==> config.mk <==
export PLATFORM = sky130hd
export DESIGN_NAME = chan_counter_bank
export DESIGN_NICKNAME = d
export VERILOG_FILES = /design/src/rtl/chan_counter_pkg.sv /design/src/rtl/chan_counter_cell.sv /design/src/rtl/chan_counter_bank.sv
export SDC_FILE = /design/constraint.sdc
export NUM_CORES = 1
export LEC_CHECK = 0
export BUFFER_PORTS_ARGS = -buffer_cell sky130_fd_sc_hd__buf_2
export CAP_MARGIN = 15
export CORE_UTILIZATION = 27
export DETAILED_ROUTE_END_ITERATION = 6
export RECOVER_POWER = 25
export SLEW_MARGIN = 5
export SYNTH_ARGS = -nofsm -noshare
export SYNTH_HDL_FRONTEND = slang
export SYNTH_HIERARCHICAL = 1
export SYNTH_SLANG_ARGS = --single-unit
==> constraint.sdc <==
create_clock -name clk -period 3.75 [get_ports clk]
set_clock_uncertainty 0.05 [all_clocks]
set_input_delay 0.5625 -clock clk [delete_from_list [all_inputs] [get_ports clk]]
set_output_delay 0.5625 -clock clk [all_outputs]
set_load 0.02 [all_outputs]
==> src/rtl/chan_counter_pkg.sv <==
// Shared definitions for the channel counter bank: mode encodings and the
// helper that sizes the channel-index port.
package chan_counter_pkg;

   typedef enum logic {
      MODE_STOP = 1'b0,
      MODE_WRAP = 1'b1
   } mode_e;

   // Width of a channel index: ceil(log2(n)), never less than one bit.
   function automatic int ch_w(input int n);
      return (n <= 2) ? 1 : $clog2(n);
   endfunction

endpackage

==> src/rtl/chan_counter_cell.sv <==
// One counter channel: count register, terminal compare against the shared
// terminal value, and the registered terminal indication (level in stop
// mode, single-cycle pulse on each wrap in wrap mode).
module chan_counter_cell
   import chan_counter_pkg::*;
#(
   parameter int CNT_W = 16
) (
   input  logic             clk,
   input  logic             reset,
   input  logic             up_i,
   input  logic             clear_i,
   input  logic             mode_i,
   input  logic [CNT_W-1:0] term_val_i,
   output logic [CNT_W-1:0] count_o,
   output logic             over_o
);

   logic [CNT_W-1:0] count_q, count_d;
   logic             over_q, over_d;
   logic             term;

   // Next-state: clear wins over up; stop mode holds at terminal, wrap mode
   // returns to zero. The stop-mode indication follows the current count so
   // it rises the cycle after the count reaches the terminal value.
   always_comb begin
      term    = (count_q >= term_val_i);
      count_d = count_q;
      over_d  = 1'b0;
      if (clear_i) begin
         count_d = '0;
         over_d  = 1'b0;
      end else if (mode_i == MODE_WRAP) begin
         if (up_i) begin
            count_d = term ? '0 : count_q + CNT_W'(1);
         end
         over_d = up_i & term;
      end else begin
         if (up_i && !term) begin
            count_d = count_q + CNT_W'(1);
         end
         over_d = term;
      end
   end

   // Channel state registers.
   always_ff @(posedge clk or negedge reset) begin
      if (!reset) begin
         count_q <= '0;
         over_q  <= 1'b0;
      end else begin
         count_q <= count_d;
         over_q  <= over_d;
      end
   end

   assign count_o = count_q;
   assign over_o  = over_q;

endmodule

==> src/rtl/chan_counter_bank.sv <==
// Bank of NUM_CH independent up-counters sharing a terminal value and mode,
// with a one-cycle-latency registered read port.
// Optional feature macro: CHAN_COUNTER_SNAPSHOT_EN adds a snap input and a
// per-channel shadow copy of {count_over, count}; reads then return shadows.
module chan_counter_bank
   import chan_counter_pkg::*;
#(
   parameter  int NUM_CH = 4,
   parameter  int CNT_W  = 16,
   localparam int CH_W   = ch_w(NUM_CH)
) (
   input  logic              clk,
   input  logic              reset,
   input  logic [NUM_CH-1:0] up,
   input  logic [NUM_CH-1:0] clear,
   input  logic [CNT_W-1:0]  term_val,
   input  logic              mode,
`ifdef CHAN_COUNTER_SNAPSHOT_EN
   input  logic              snap,
`endif
   output logic [NUM_CH-1:0] count_over,
   input  logic              rd_req,
   input  logic [CH_W-1:0]   rd_ch,
   output logic              rd_ack,
   output logic [CNT_W-1:0]  rd_data,
   output logic              rd_over
);

   logic [CNT_W-1:0] count_w [NUM_CH];
   logic [CNT_W-1:0] src_cnt [NUM_CH];
   logic [NUM_CH-1:0] src_over;

   genvar gi;
   generate
      for (gi = 0; gi < NUM_CH; gi++) begin : gen_ch
         chan_counter_cell #(
            .CNT_W (CNT_W)
         ) u_cell (
            .clk        (clk),
            .reset      (reset),
            .up_i       (up[gi]),
            .clear_i    (clear[gi]),
            .mode_i     (mode),
            .term_val_i (term_val),
            .count_o    (count_w[gi]),
            .over_o     (count_over[gi])
         );
`ifdef CHAN_COUNTER_SNAPSHOT_EN
         logic [CNT_W:0] shadow_q;
         // Shadow captures the channel's current state whenever snap is high.
         always_ff @(posedge clk or negedge reset) begin
            if (!reset) begin
               shadow_q <= '0;
            end else if (snap) begin
               shadow_q <= {count_over[gi], count_w[gi]};
            end
         end
         assign src_cnt[gi]  = shadow_q[CNT_W-1:0];
         assign src_over[gi] = shadow_q[CNT_W];
`else
         assign src_cnt[gi]  = count_w[gi];
         assign src_over[gi] = count_over[gi];
`endif
      end
   endgenerate

   logic [CNT_W-1:0] rd_data_d, rd_data_q;
   logic             rd_over_d, rd_over_q;
   logic             rd_ack_q;

   // Read mux: an index beyond the last channel selects nothing and reads 0.
   always_comb begin
      rd_data_d = '0;
      rd_over_d = 1'b0;
      for (int i = 0; i < NUM_CH; i++) begin
         if (rd_req && (int'(rd_ch) == i)) begin
            rd_data_d = src_cnt[i];
            rd_over_d = src_over[i];
         end
      end
   end

   // Read response registers; data is forced to zero whenever no ack follows.
   always_ff @(posedge clk or negedge reset) begin
      if (!reset) begin
         rd_ack_q  <= 1'b0;
         rd_data_q <= '0;
         rd_over_q <= 1'b0;
      end else begin
         rd_ack_q  <= rd_req;
         rd_data_q <= rd_data_d;
         rd_over_q <= rd_over_d;
      end
   end

   assign rd_ack  = rd_ack_q;
   assign rd_data = rd_data_q;
   assign rd_over = rd_over_q;

endmodule
Word level (Yosys, flattened, before mapping)
Cells that the tools add are included.
Widths: inputs -> output; s select.
{ "word_totals": {"word_cells": 87, "in_bits": 30, "ff_bits": 86} }
{ "classes": {"add_sub_neg": 4, "mux": 36, "eq_ne": 7, "bitwise": 4, "n_reduce_logical": 21, "n_lt_le_gt_ge": 4} }
{ "op_table": {"columns": ["cell", "n"], "rows": [
  ["$mux 16", 24],
  ["$add 16x1->16 const B", 4],
  ["$ge 16x16->1", 4],
  ["$mux 1", 12],
  ["$ne 3x3->1 const B", 4],
  ["$reduce_bool 3->1", 4],
  ["$logic_and 1x1->1", 8],
  ["$reduce_and 2->1", 4],
  ["$and 1x1->1", 4],
  ["$eq 2x2->1 const B", 2],
  ["$logic_not 1->1", 4],
  ["$eq 2x1->1 const B", 1],
  ["$logic_not 2->1", 1]
]} }

Depth between registers and ports, before layout
Gate-level depths: netlist (run 1).
{ "depth": {"ltp_word": 6, "mapped_depth": 10, "ltp_nobuf": 8} }

Cells and area by module
The synthesis (run 1) kept the hierarchy.
{ "by_module_without_submodules": {"columns": ["module", "n_inst", "cells_per_inst", "area_each_um2", "seq_area_each_um2"], "rows": [
  ["chan_counter_cell", 4, 165, 1441.4, 425.4],
  ["chan_counter_bank", 1, 78, 994.7, 450.4]
]} }

Worst setup path after synthesis (run 1)
OpenSTA, ideal clock, no wires.
{ "synth_timing": {"path_kind": "in2reg", "from": "input term_val[0]", "to": "register gen_ch[0].u_cell.count_q[7]", "stages": 9, "t_arrival_ns": 2.250, "path_slack_ns": 1.326, "required_ns": 3.576, "path_cell_list": "ha_1 -> nand2b_4 -> a2111oi_4 -> nand3b_2 -> and4_1 -> buf_6 -> a21oi_4 -> buf_6 -> a211o_1"} }
{ "synth_between": {"elab_chain_cells": 5, "word_cells_on_any_way": 9, "cone_classes": "order compare (1); mux (4); reduce/logical (4)"} }
{ "synth_rtl": {"columns": ["element", "line", "rtl"], "rows": [
  ["start: declaration", "chan_counter_bank.sv:16", "input logic [CNT_W-1:0] term_val,"],
  ["$ge 16x16->1 *", "chan_counter_cell.sv:27", "term = (count_q >= term_val_i);"],
  ["$mux 16 / $logic_not 1->1 (equally long branches)", "chan_counter_cell.sv:35, chan_counter_cell.sv:39", null],
  ["$mux 16 / $logic_and 1x1->1 (equally long branches)", "chan_counter_cell.sv:34, chan_counter_cell.sv:39", null],
  ["$mux 16 / $reduce_bool 3->1 (equally long branches)", null, null],
  ["$mux 16 / $reduce_and 2->1 (equally long branches)", null, null],
  ["end signal: assignment", "chan_counter_cell.sv:52", "count_q <= count_d;"],
  ["end: declaration", "chan_counter_cell.sv:19", "logic [CNT_W-1:0] count_q, count_d;"]
]} }
Every way passes the cells marked *; elsewhere a longest branch is shown, timed or not. The select of a mux whose other input is x is not followed.
A chain may end at the register's enable or synchronous reset.

Worst setup path in the final report (run 1)
{ "layout_timing": {"from": "register gen_ch[3].u_cell.count_q[13]", "to": "register gen_ch[3].u_cell.count_q[0]"} }
{ "layout_between": {"elab_chain_cells": 5, "word_cells_on_any_way": 9, "cone_classes": "order compare (1); mux (4); reduce/logical (4)"} }
{ "layout_rtl": {"columns": ["element", "line"], "rows": [
  ["start: declaration", "chan_counter_cell.sv:19"],
  ["start signal: assignment", "chan_counter_cell.sv:52"],
  ["$ge 16x16->1 *", "chan_counter_cell.sv:27"],
  ["$mux 16 / $logic_not 1->1 (equally long branches)", "chan_counter_cell.sv:35, chan_counter_cell.sv:39"],
  ["$mux 16 / $logic_and 1x1->1 (equally long branches)", "chan_counter_cell.sv:34, chan_counter_cell.sv:39"],
  ["$mux 16 / $reduce_bool 3->1 (equally long branches)", null],
  ["$mux 16 / $reduce_and 2->1 (equally long branches)", null]
]} }
Marks and branches as above.

==> flow_summary_export.csv, run 1 <==
group,metric,value,unit
floorplan,pin_count,52,
cells_and_area,fin_area,7600,um^2
routing,drt_iter0_drc,454,
synth,ys_warn_count,6,
critical_path,crit_start,"gen_ch[3].u_cell/count_o[13]$_DFFE_PN0P_",
synth,yosys.area_share.simple,22.7,%
critical_path,worstSetupPathType,"reg2reg",
synth,yosysUniqueCellTypes,42,
floorplan,dieWidth,160,um
routing,drt_pass1_iterations,5,
critical_path,crit_path_end_kind,"flip-flop",
min_path,hold_end,"rd_ack$_DFF_PN0_",
critical_path,rr_endpoint,"gen_ch[3].u_cell/count_o[0]$_DFFE_PN0P_",
cts,cts_tree,"built",
global_routing,grt_pass1_vias,5649,
cells_and_area,area_delta_synth_final,12.4,%
cts,clk_latency,0.36,ns
critical_path,crit_required,3.99,ns
synth,syn_area,6760,um^2
power_and_ir_drop,vdd_drop_max,0.215,mV
sta,worst_pin_slew,1.83,ns
power_and_ir_drop,sw_frac_of_total,25.7,%
cells_and_area,n_antenna_cell,0,
synth,synthAdderAreaFrac,12.6,%
synth,yosysSeqAreaShare,31.8,%
routing,routed_via_density,5.38,
sta,fin_crit,2.61,ns
placement,dp_hpwl,15.0,mm
critical_path,r2r_start,"gen_ch[3].u_cell/count_o[13]$_DFFE_PN0P_",
status,violations,"capacitance limit, slew limit",
synth,ys_ff_latch,86,
sta,totalNegativeSetupSlack,0,ns
cts,post-cts-setup-buffer-count,0,
sta,slew-limit-headroom,-21.8,%
cells_and_area,drive_above_1_share,13.6,%
status,status,"finished, violations left",
global_routing,grt_max_degree,35,
placement,gp_congestion,0.881,
global_routing,grt.overflow.total,0,
min_path,hp-class,"in2reg",
power_and_ir_drop,seq_power_share,41.8,%
sta,rsz0062_at_grt,"false",
routing,drc_errors,0,
critical_path,start_kind,"flip-flop",
floorplan,fp-row-count,57,
floorplan,fp.dieH,160,um
floorplan,start_util,27.6,%
power_and_ir_drop,p_leak,4.04,nW
floorplan,dieArea,25700,um^2
cts,cts_sinks,86,
routing,wl_per_cell,17.7,um
power_and_ir_drop,p_sw,584,uW
placement,dp.cells,1096,
critical_path,r2r_slack,1.14,ns
cts,cts_hold_buf,0,
cells_and_area,regArea,2150,um^2
routing,antenna_left,0,
placement,dpl-instance-area,7260,um^2
min_path,worstHoldStart,"rd_req",
cts,cts-root-buf,"clkbuf_16",
job,cap_violations,1,
power_and_ir_drop,power,2.27,mW
synth,synth_nets,836,
power_and_ir_drop,internal_power,1.69,mW
power_and_ir_drop,power_frac_comb,11.7,%
cts,cts_buffer_depth,2,
critical_path,cp.arrival,2.86,ns
synth,synth_compound_area_share,19.4,%
sta,maxSlewViolCount,29,
sta,setup_viol,0,
cells_and_area,multi_input_area,4080,um^2
sta,finalHoldViolations,0,
cts,htree_levels,3,
floorplan,core_area,24500,um^2
cells_and_area,layout.nets,881,
synth,synthXorXnorAreaFrac,0,%
cts,numCtsBuffers,9,
sta,max_freq,0.383,GHz
power_and_ir_drop,pwr-share-clk,46.6,%
synth,postSynthCellCount,738,
min_path,worstHoldPathCells,1,
critical_path,reg2reg_depth,7,
cells_and_area,fin_cells,1112,
routing,num_vias,5981,
cells_and_area,nFillCells,2555,
sta,post-route-period-util,69.7,%
global_routing,grt_use_total,15.5,%
global_routing,grt_pass1_wl,31.1,mm
power_and_ir_drop,p_per_area,299,nW/um^2
global_routing,antenna_found_initial,0,
synth,synth_top_family_by_area,"simple AND/OR/NAND/NOR gates",
synth,muxShareOfSynthArea,5.70,%
critical_path,worst-path-max-fanout,13,
placement,port_buffers,51,
cts,cts.clk_slew.worst_paths,0.07,ns
cts,cts_resized,0,
routing,drt-total-wl,19.7,mm
synth,syn_avg_cell_area,9.16,um^2
sta,holdWs,0.306,ns
how the worst max path moves through the flow:
stage,endpoint,slack [ns],depth (start not counted)
2_1_floorplan,gen_ch[0].u_cell/count_o[7]$_DFFE_PN0P_,1.33,9
3_3_place_gp,gen_ch[3].u_cell/count_o[0]$_DFFE_PN0P_,0.84,9
3_5_place_dp,gen_ch[3].u_cell/count_o[0]$_DFFE_PN0P_,0.80,9
4_1_cts,gen_ch[3].u_cell/count_o[0]$_DFFE_PN0P_,1.10,7
5_1_grt,gen_ch[3].u_cell/count_o[0]$_DFFE_PN0P_,0.99,7
6_report,gen_ch[3].u_cell/count_o[0]$_DFFE_PN0P_,1.14,7
layout by cell type (no fill, tap or decap), types with 6 or more instances in the layout:
cell	count
a211oi_1	8
or3_1	8
nor2_1	28
a21oi_1	28
a31o_2	12
nand2_1	29
nor3_1	12
o22ai_1	17
a211o_1	32
buf_4	6
clkbuf_16	9
mux2i_1	34
o21ai_0	36
ha_1	68
or4_1	8
a21o_1	16
and3_1	40
buf_2	49
nand4_1	16
nor4_1	24
inv_1	84
nand3_1	64
dfrtp_1	86
layer usage:
metal / vias to the layer above / track usage (%) / share of wire [%]
met3: 20 / 2.86 / 4.5
li1: 2858 / - / -
met5: - / 0 / 0
met1: 2919 / 21.2 / 47
met4: 0 / 4.24 / 1.5
met2: 184 / 25.1 / 47
area by class of cell:
class | count | area share (%)
clock inverter | 7 | 1.58
timing repair buffer | 57 | 3.92
clock buffer | 9 | 2.96
tap | 324 | 5.34
sequential | 86 | 28.3
multi-input combinational | 545 | 53.7
inverter | 84 | 4.15
critical path: stages (launching register included):
cell	delay, ns
dfrtp_1	0.45
ha_1	0.33
nand4_1	0.16
nor3_1	0.40
o21ai_1	0.23
and4_1	0.28
a21oi_4	0.40
mux2_2	0.23
power groups by stage:
stage | registers [mW] | logic (mW) | clock network (mW)
final | 0.949 | 0.265 | 1.06
after global routing | 0.950 | 0.295 | 1.12
after CTS | 0.949 | 0.266 | 1.09
after detailed placement | 0.967 | 0.264 | 0
after global placement | 0.967 | 0.263 | 0
after floorplan | 0.965 | 0.177 | 0
synth_stat cells (all sizes together):
cell     count  share of area (%)
dfrtp       86                 32
inv         84                4.7
ha          68                 13
nand3       64                4.7
and3        40                3.7
o21ai       40                3.0
mux2i       34                5.0
a211o       32                4.1
a21oi       32                3.0
nand2       29                1.6
nor2        28                1.6
nor4        28                3.0
buf         19                2.9
o22ai       17                1.6
a21o        16                1.8
nand4       16                1.5
a31o        12                1.6
nor3        12               0.89
a211oi       8               0.89
nand3b       8                1.1
or3          8               0.74
or4          8               0.89
nand2b       5               0.91
a2111oi      4                1.6
a22o         4               0.52
and2         4               0.37
and4         4               0.52
and4bb       4               0.74
clkbuf       4               0.22
mux2         4               0.67
nor3b        4               0.44
o211ai       4               0.44
o21a         4               0.44
o21bai       4               0.44
cell families (layout without fill, tap and decap cells):
group           after synthesis  in the layout
simple gates                262            262
compound gates              177            177
buf+inv                     107            157
flops                        86             86
fa+ha+maj                    68             68
mux                          38             38
flip-flops by register name, summed over array words and instances (netlist names):
register and count:
gen_ch.u_cell/over_o 4, rd_over 1, rd_ack 1, rd_data 16, gen_ch.u_cell/count_o 64
stage by stage:
stage	utilization (%)	setup slack [ns]
floorplan	-	1.33
global placement	29.7	0.842
detailed placement	29.7	0.804
CTS	31.1	1.10
global route	31.1	0.985
finish	31.1	1.14
Power figures use the tool's default switching activity.
==> run 2, diff against run 1 <==
clock period = 2.5 ns   (was 3.75 ns; I/O delays follow)
==> run 2 against run 1 <==
Net effect:
- clock-buffer cell count increased by 1
- first-iteration DRC count increased by 7.5%
- cell area increased by 8.8%
- the flow still finishes with violations (capacitance limit, slew limit)
- largest power group unchanged
- die area unchanged
- fmax increased by 8.4%
- combinational power increased by 76%
- clock power increased by 42%
- flip-flop and latch count unchanged
- sequential share of layout area decreased by 2.3 points
- highest routed layer unchanged
==> flow_summary_export.csv, run 2 (synthesis results as in run 1) <==
group,metric,value,unit
status,status,"finished, violations left",
status,violations,"capacitance limit, slew limit",
critical_path,start_kind,"flip-flop",
floorplan,start_util,27.6,%
global_routing,grt_max_degree,87,
floorplan,core_area,24500,um^2
sta,post-route-period-util,96.4,%
critical_path,worst-path-max-fanout,13,
power_and_ir_drop,vdd_drop_max,0.337,mV
cells_and_area,drive_above_1_share,22.2,%
placement,gp_congestion,0.850,
floorplan,pin_count,52,
cts,numCtsBuffers,9,
floorplan,dieArea,25700,um^2
routing,met3_length,1.10,mm
cts,cts.clk_slew.worst_paths,0.07,ns
routing,antenna_left,0,
sta,holdWs,0.125,ns
cells_and_area,n_antenna_cell,0,
power_and_ir_drop,power,3.39,mW
placement,port_buffers,51,
sta,maxSlewViolCount,87,
routing,drt_pass1_iterations,7,
routing,drc_errors,0,
min_path,hp-class,"in2reg",
cts,cts_buffer_depth,2,
floorplan,fp-row-count,57,
critical_path,worstSetupPathType,"reg2reg",
routing,drt_iter0_drc,488,
cts,clk_latency,0.36,ns
sta,worst_pin_slew,2.08,ns
sta,fin_crit,2.41,ns
cells_and_area,final_cell_mix,"86 x dfrtp_1, 84 x inv_1, 74 x buf_4, 68 x ha_1, 64 x nand3_1",
cells_and_area,layout.nets,957,
routing,num_vias,6227,
global_routing,antenna_found_initial,0,
global_routing,grt_pass1_vias,6112,
sta,finalHoldViolations,0,
global_routing,grt_pass1_wl,33.1,mm
cts,cts_tree,"built",
sta,worst_slack,0.0901,ns
cells_and_area,area_delta_synth_final,22.3,%
floorplan,fp.dieH,160,um
power_and_ir_drop,p_leak,4.49,nW
cells_and_area,final_common_cell,"dfrtp_1",
global_routing,grt_use_total,16.5,%
critical_path,crit_path_end_kind,"flip-flop",
routing,wl_met2,9.84,mm
cells_and_area,largest_reg_flops,64,
sta,slew-limit-headroom,-38.8,%
routing,drt-total-wl,20.9,mm
cells_and_area,fin_cells,1187,
cts,cts_sinks,86,
job,cap_violations,1,
placement,dp.cells,1171,
sta,max_freq,0.415,GHz
routing,highest_layer,"met4",
placement,dp_hpwl,16.1,mm
critical_path,cp.arrival,2.60,ns
critical_path,crit_start,"gen_ch[1].u_cell/count_o[0]$_DFFE_PN0P_",
power_and_ir_drop,p_per_area,410,nW/um^2
cells_and_area,multi_input_area,4110,um^2
critical_path,crit_required,2.69,ns
cts,cts-root-buf,"clkbuf_16",
sta,totalNegativeSetupSlack,0,ns
sta,setup_viol,0,
placement,pre_cts_ws,-0.287,ns
global_routing,grt.overflow.total,0,
routing,routed_via_density,5.25,
critical_path,r2r_start,"gen_ch[1].u_cell/count_o[0]$_DFFE_PN0P_",
routing,wl_per_cell,17.6,um
cts,htree_levels,3,
cells_and_area,nFillCells,2533,
cts,cts_hold_buf,0,
min_path,worstHoldStart,"rd_req",
routing,routedLengthMet1,9.63,mm
floorplan,dieWidth,160,um
cells_and_area,regArea,2150,um^2
run 2: worst paths after layout:
path / slack (ns) / endpoint / cells past startpoint
worst min register to register: 0.52 / gen_ch[1].u_cell/count_o[15]$_DFFE_PN0P_ / 1
worst min-delay path: 0.13 / rd_ack$_DFF_PN0_ / 1
worst max-delay path: 0.09 / gen_ch[1].u_cell/count_o[2]$_DFFE_PN0P_ / 8
min in group asynchronous: 0.67 / gen_ch[0].u_cell/count_o[3]$_DFFE_PN0P_ / 2
worst max register to register: 0.09 / gen_ch[1].u_cell/count_o[2]$_DFFE_PN0P_ / 8
max in group asynchronous: 0.47 / gen_ch[2].u_cell/count_o[15]$_DFFE_PN0P_ / 2
run 2: per-layer routing:
layer,GRT usage (%),up-vias
met3,3.48,19
li1,-,3004
met4,3.77,0
met2,27.4,178
met5,0,-
met1,21.9,3026
run 2: timing repair:
| action | 4_1_cts | 5_1_grt |
|---|---|---|
| buffers inserted | 0 | 1 |
| gates cloned | 0 | 0 |
| gates resized for setup | 1 | 11 |
| endpoints found under the setup margin | 16 | 38 |
| pin swaps | 0 | 1 |
run 2: critical path, cell delays in order, from the launching register on:
cell       delay (ns)
dfrtp_1          0.37
inv_1            0.09
ha_1             0.23
nand2b_4         0.15
a2111oi_4        0.41
nand3b_2         0.22
and4_2           0.30
a21oi_4          0.14
a211o_1          0.32
run 2: cell type report:
type | count | area share [%]
Multi-Input combinational cell | 545 | 49.8
Tap cell | 324 | 4.90
Clock buffer | 10 | 2.89
Timing Repair Buffer | 133 | 11.6
Sequential cell | 86 | 26.0
Clock inverter | 5 | 1.01
Inverter | 84 | 3.81
run 2: per-stage QoR:
step                cell area [um^2]  util [%]
floorplan                       6760         -
global placement                7910      32.3
detailed placement              7910      32.3
CTS                             8230      33.7
global route                    8270      33.8
finish                          8270      33.8
run 2: power breakdown:
group | internal (mW) | switching (mW)
Clock | 0.900 | 0.611
Sequential | 1.41 | 0.00884
Combinational | 0.188 | 0.279
Total | 2.49 | 0.899
==> run 3, diff against run 2 <==
RECOVER_POWER = 50   (was 25)
clock period = 2.6 ns   (was 2.5 ns; I/O delays follow)
==> run 3 against run 2 <==
Net effect:
- the run still ends with capacitance limit, slew limit left
- largest power group is now sequential cells
- register-to-register slack better by 0.03 ns
- first-iteration DRC count increased by 2.3%
- critical endpoint is now gen_ch[3].u_cell/count_o[7]$_DFFE_PN0P_
- cell count fell by 0.84%
==> flow_summary_export.csv, run 3 (synthesis results as in run 1) <==
group,metric,value,unit
cts,cts_buffer_depth,2,
sta,finalHoldViolations,0,
routing,antenna_left,0,
cells_and_area,largest_reg_flops,64,
floorplan,fp-row-count,57,
min_path,worstHoldStart,"rd_req",
cells_and_area,fin_area,8070,um^2
routing,wl_per_cell,17.7,um
cts,cts_resized,0,
power_and_ir_drop,p_leak,4.33,nW
sta,setup_viol,0,
floorplan,fp.dieH,160,um
placement,pre_cts_ws,-0.0724,ns
floorplan,core_area,24500,um^2
power_and_ir_drop,power,3.13,mW
routing,num_vias,6236,
placement,port_buffers,51,
sta,maxSlewViolCount,31,
global_routing,grt_pass1_wl,33.1,mm
global_routing,grt.overflow.total,0,
cts,clk_latency,0.35,ns
power_and_ir_drop,vdd_drop_max,0.243,mV
min_path,hp-class,"in2reg",
routing,drt-total-wl,20.9,mm
placement,gp_congestion,0.863,
floorplan,start_util,27.6,%
sta,worst_pin_slew,1.67,ns
sta,fin_crit,2.48,ns
floorplan,pin_count,52,
status,violations,"capacitance limit, slew limit",
cells_and_area,layout.nets,948,
cells_and_area,final_cell_mix,"86 x dfrtp_1, 84 x inv_1, 68 x ha_1, 68 x buf_4, 64 x nand3_1",
sta,rsz0062_at_grt,"false",
critical_path,r2r_start,"gen_ch[3].u_cell/count_o[0]$_DFFE_PN0P_",
critical_path,cp.arrival,2.66,ns
cells_and_area,n_antenna_cell,0,
cells_and_area,drive_above_1_share,18.4,%
global_routing,grt_pass1_vias,6014,
cts,htree_levels,3,
cells_and_area,regArea,2150,um^2
critical_path,worstSetupPathType,"reg2reg",
job,cap_violations,1,
cts,cts-root-buf,"clkbuf_16",
placement,dp_hpwl,16.3,mm
sta,slew-limit-headroom,-11.1,%
cts,cts.clk_slew.worst_paths,0.06,ns
critical_path,start_kind,"flip-flop",
floorplan,dieArea,25700,um^2
critical_path,crit_start,"gen_ch[3].u_cell/count_o[0]$_DFFE_PN0P_",
routing,routed_via_density,5.30,
cells_and_area,final_common_cell,"dfrtp_1",
cts,cts_tree,"built",
routing,drt_pass1_iterations,6,
global_routing,antenna_found_initial,0,
cts,cts_sinks,86,
critical_path,crit_path_end_kind,"flip-flop",
floorplan,dieWidth,160,um
cells_and_area,nFillCells,2541,
sta,max_freq,0.403,GHz
status,status,"finished, violations left",
sta,holdWs,0.141,ns
critical_path,worst-path-max-fanout,13,
global_routing,grt_max_degree,39,
sta,worst_slack,0.116,ns
cts,numCtsBuffers,9,
routing,drc_errors,0,
cells_and_area,multi_input_area,4080,um^2
routing,drt_iter0_drc,499,
power_and_ir_drop,p_per_area,387,nW/um^2
critical_path,crit_required,2.78,ns
global_routing,grt_use_total,16.7,%
placement,dpl-instance-area,7800,um^2
sta,post-route-period-util,95.6,%
cells_and_area,area_delta_synth_final,19.4,%
## run 3: power breakdown
group | switching (mW) | internal (mW)
clock | 0.544 | 0.788
combinational | 0.266 | 0.165
sequential | 0.00953 | 1.35
total | 0.820 | 2.31
## run 3: final timing paths
check | endpoint | slack [ns] | cells after the start
min in group asynchronous | gen_ch[0].u_cell/count_o[9]$_DFFE_PN0P_ | 0.98 | 2
worst min register to register | gen_ch[3].u_cell/count_o[11]$_DFFE_PN0P_ | 0.56 | 1
worst max-delay path | gen_ch[3].u_cell/count_o[7]$_DFFE_PN0P_ | 0.12 | 8
worst max register to register | gen_ch[3].u_cell/count_o[7]$_DFFE_PN0P_ | 0.12 | 8
max in group asynchronous | gen_ch[3].u_cell/count_o[11]$_DFFE_PN0P_ | 0.38 | 3
worst min-delay path | rd_ack$_DFF_PN0_ | 0.14 | 1
## run 3: worst max-delay path, cell delays in order, from the launching register on
cell and delay [ns]:
dfrtp_1 0.37, inv_1 0.10, ha_1 0.24, nand2b_4 0.15, a2111oi_4 0.41, nand3b_2 0.19, and4_1 0.35, a21oi_4 0.17
a211o_1 0.32
## run 3: cell type report
type	instances	share of cell area, %
clock buffers	13	3.22
clock inverters	1	0.372
inverters	84	3.91
multi-input cells	545	50.5
flip-flops and latches	86	26.7
well taps	324	5.02
repair buffers	124	10.3
## run 3: what timing repair did
| item | in CTS | in global routing |
|---|---|---|
| hold buffers | 1 | 0 |
| hold endpoints to repair | 28 | 0 |
| buffers inserted | 0 | 0 |
| setup endpoints to repair | 0 | 0 |
## run 3: metrics by stage
step	setup TNS, ns	utilization [%]	cells
after global placement	-0.163	31.9	1162
after floorplan	0	-	738
after CTS	0	33.1	1177
after detailed placement	-0.315	31.9	1162
after global routing	0	33.0	1177
final	0	33.0	1177
## run 3: metal layers
layer	global-route usage, %	part of all wire (%)
met1	22.5	47
met2	27.1	47
met3	3.43	5.3
met4	3.90	1.1
met5	0	0
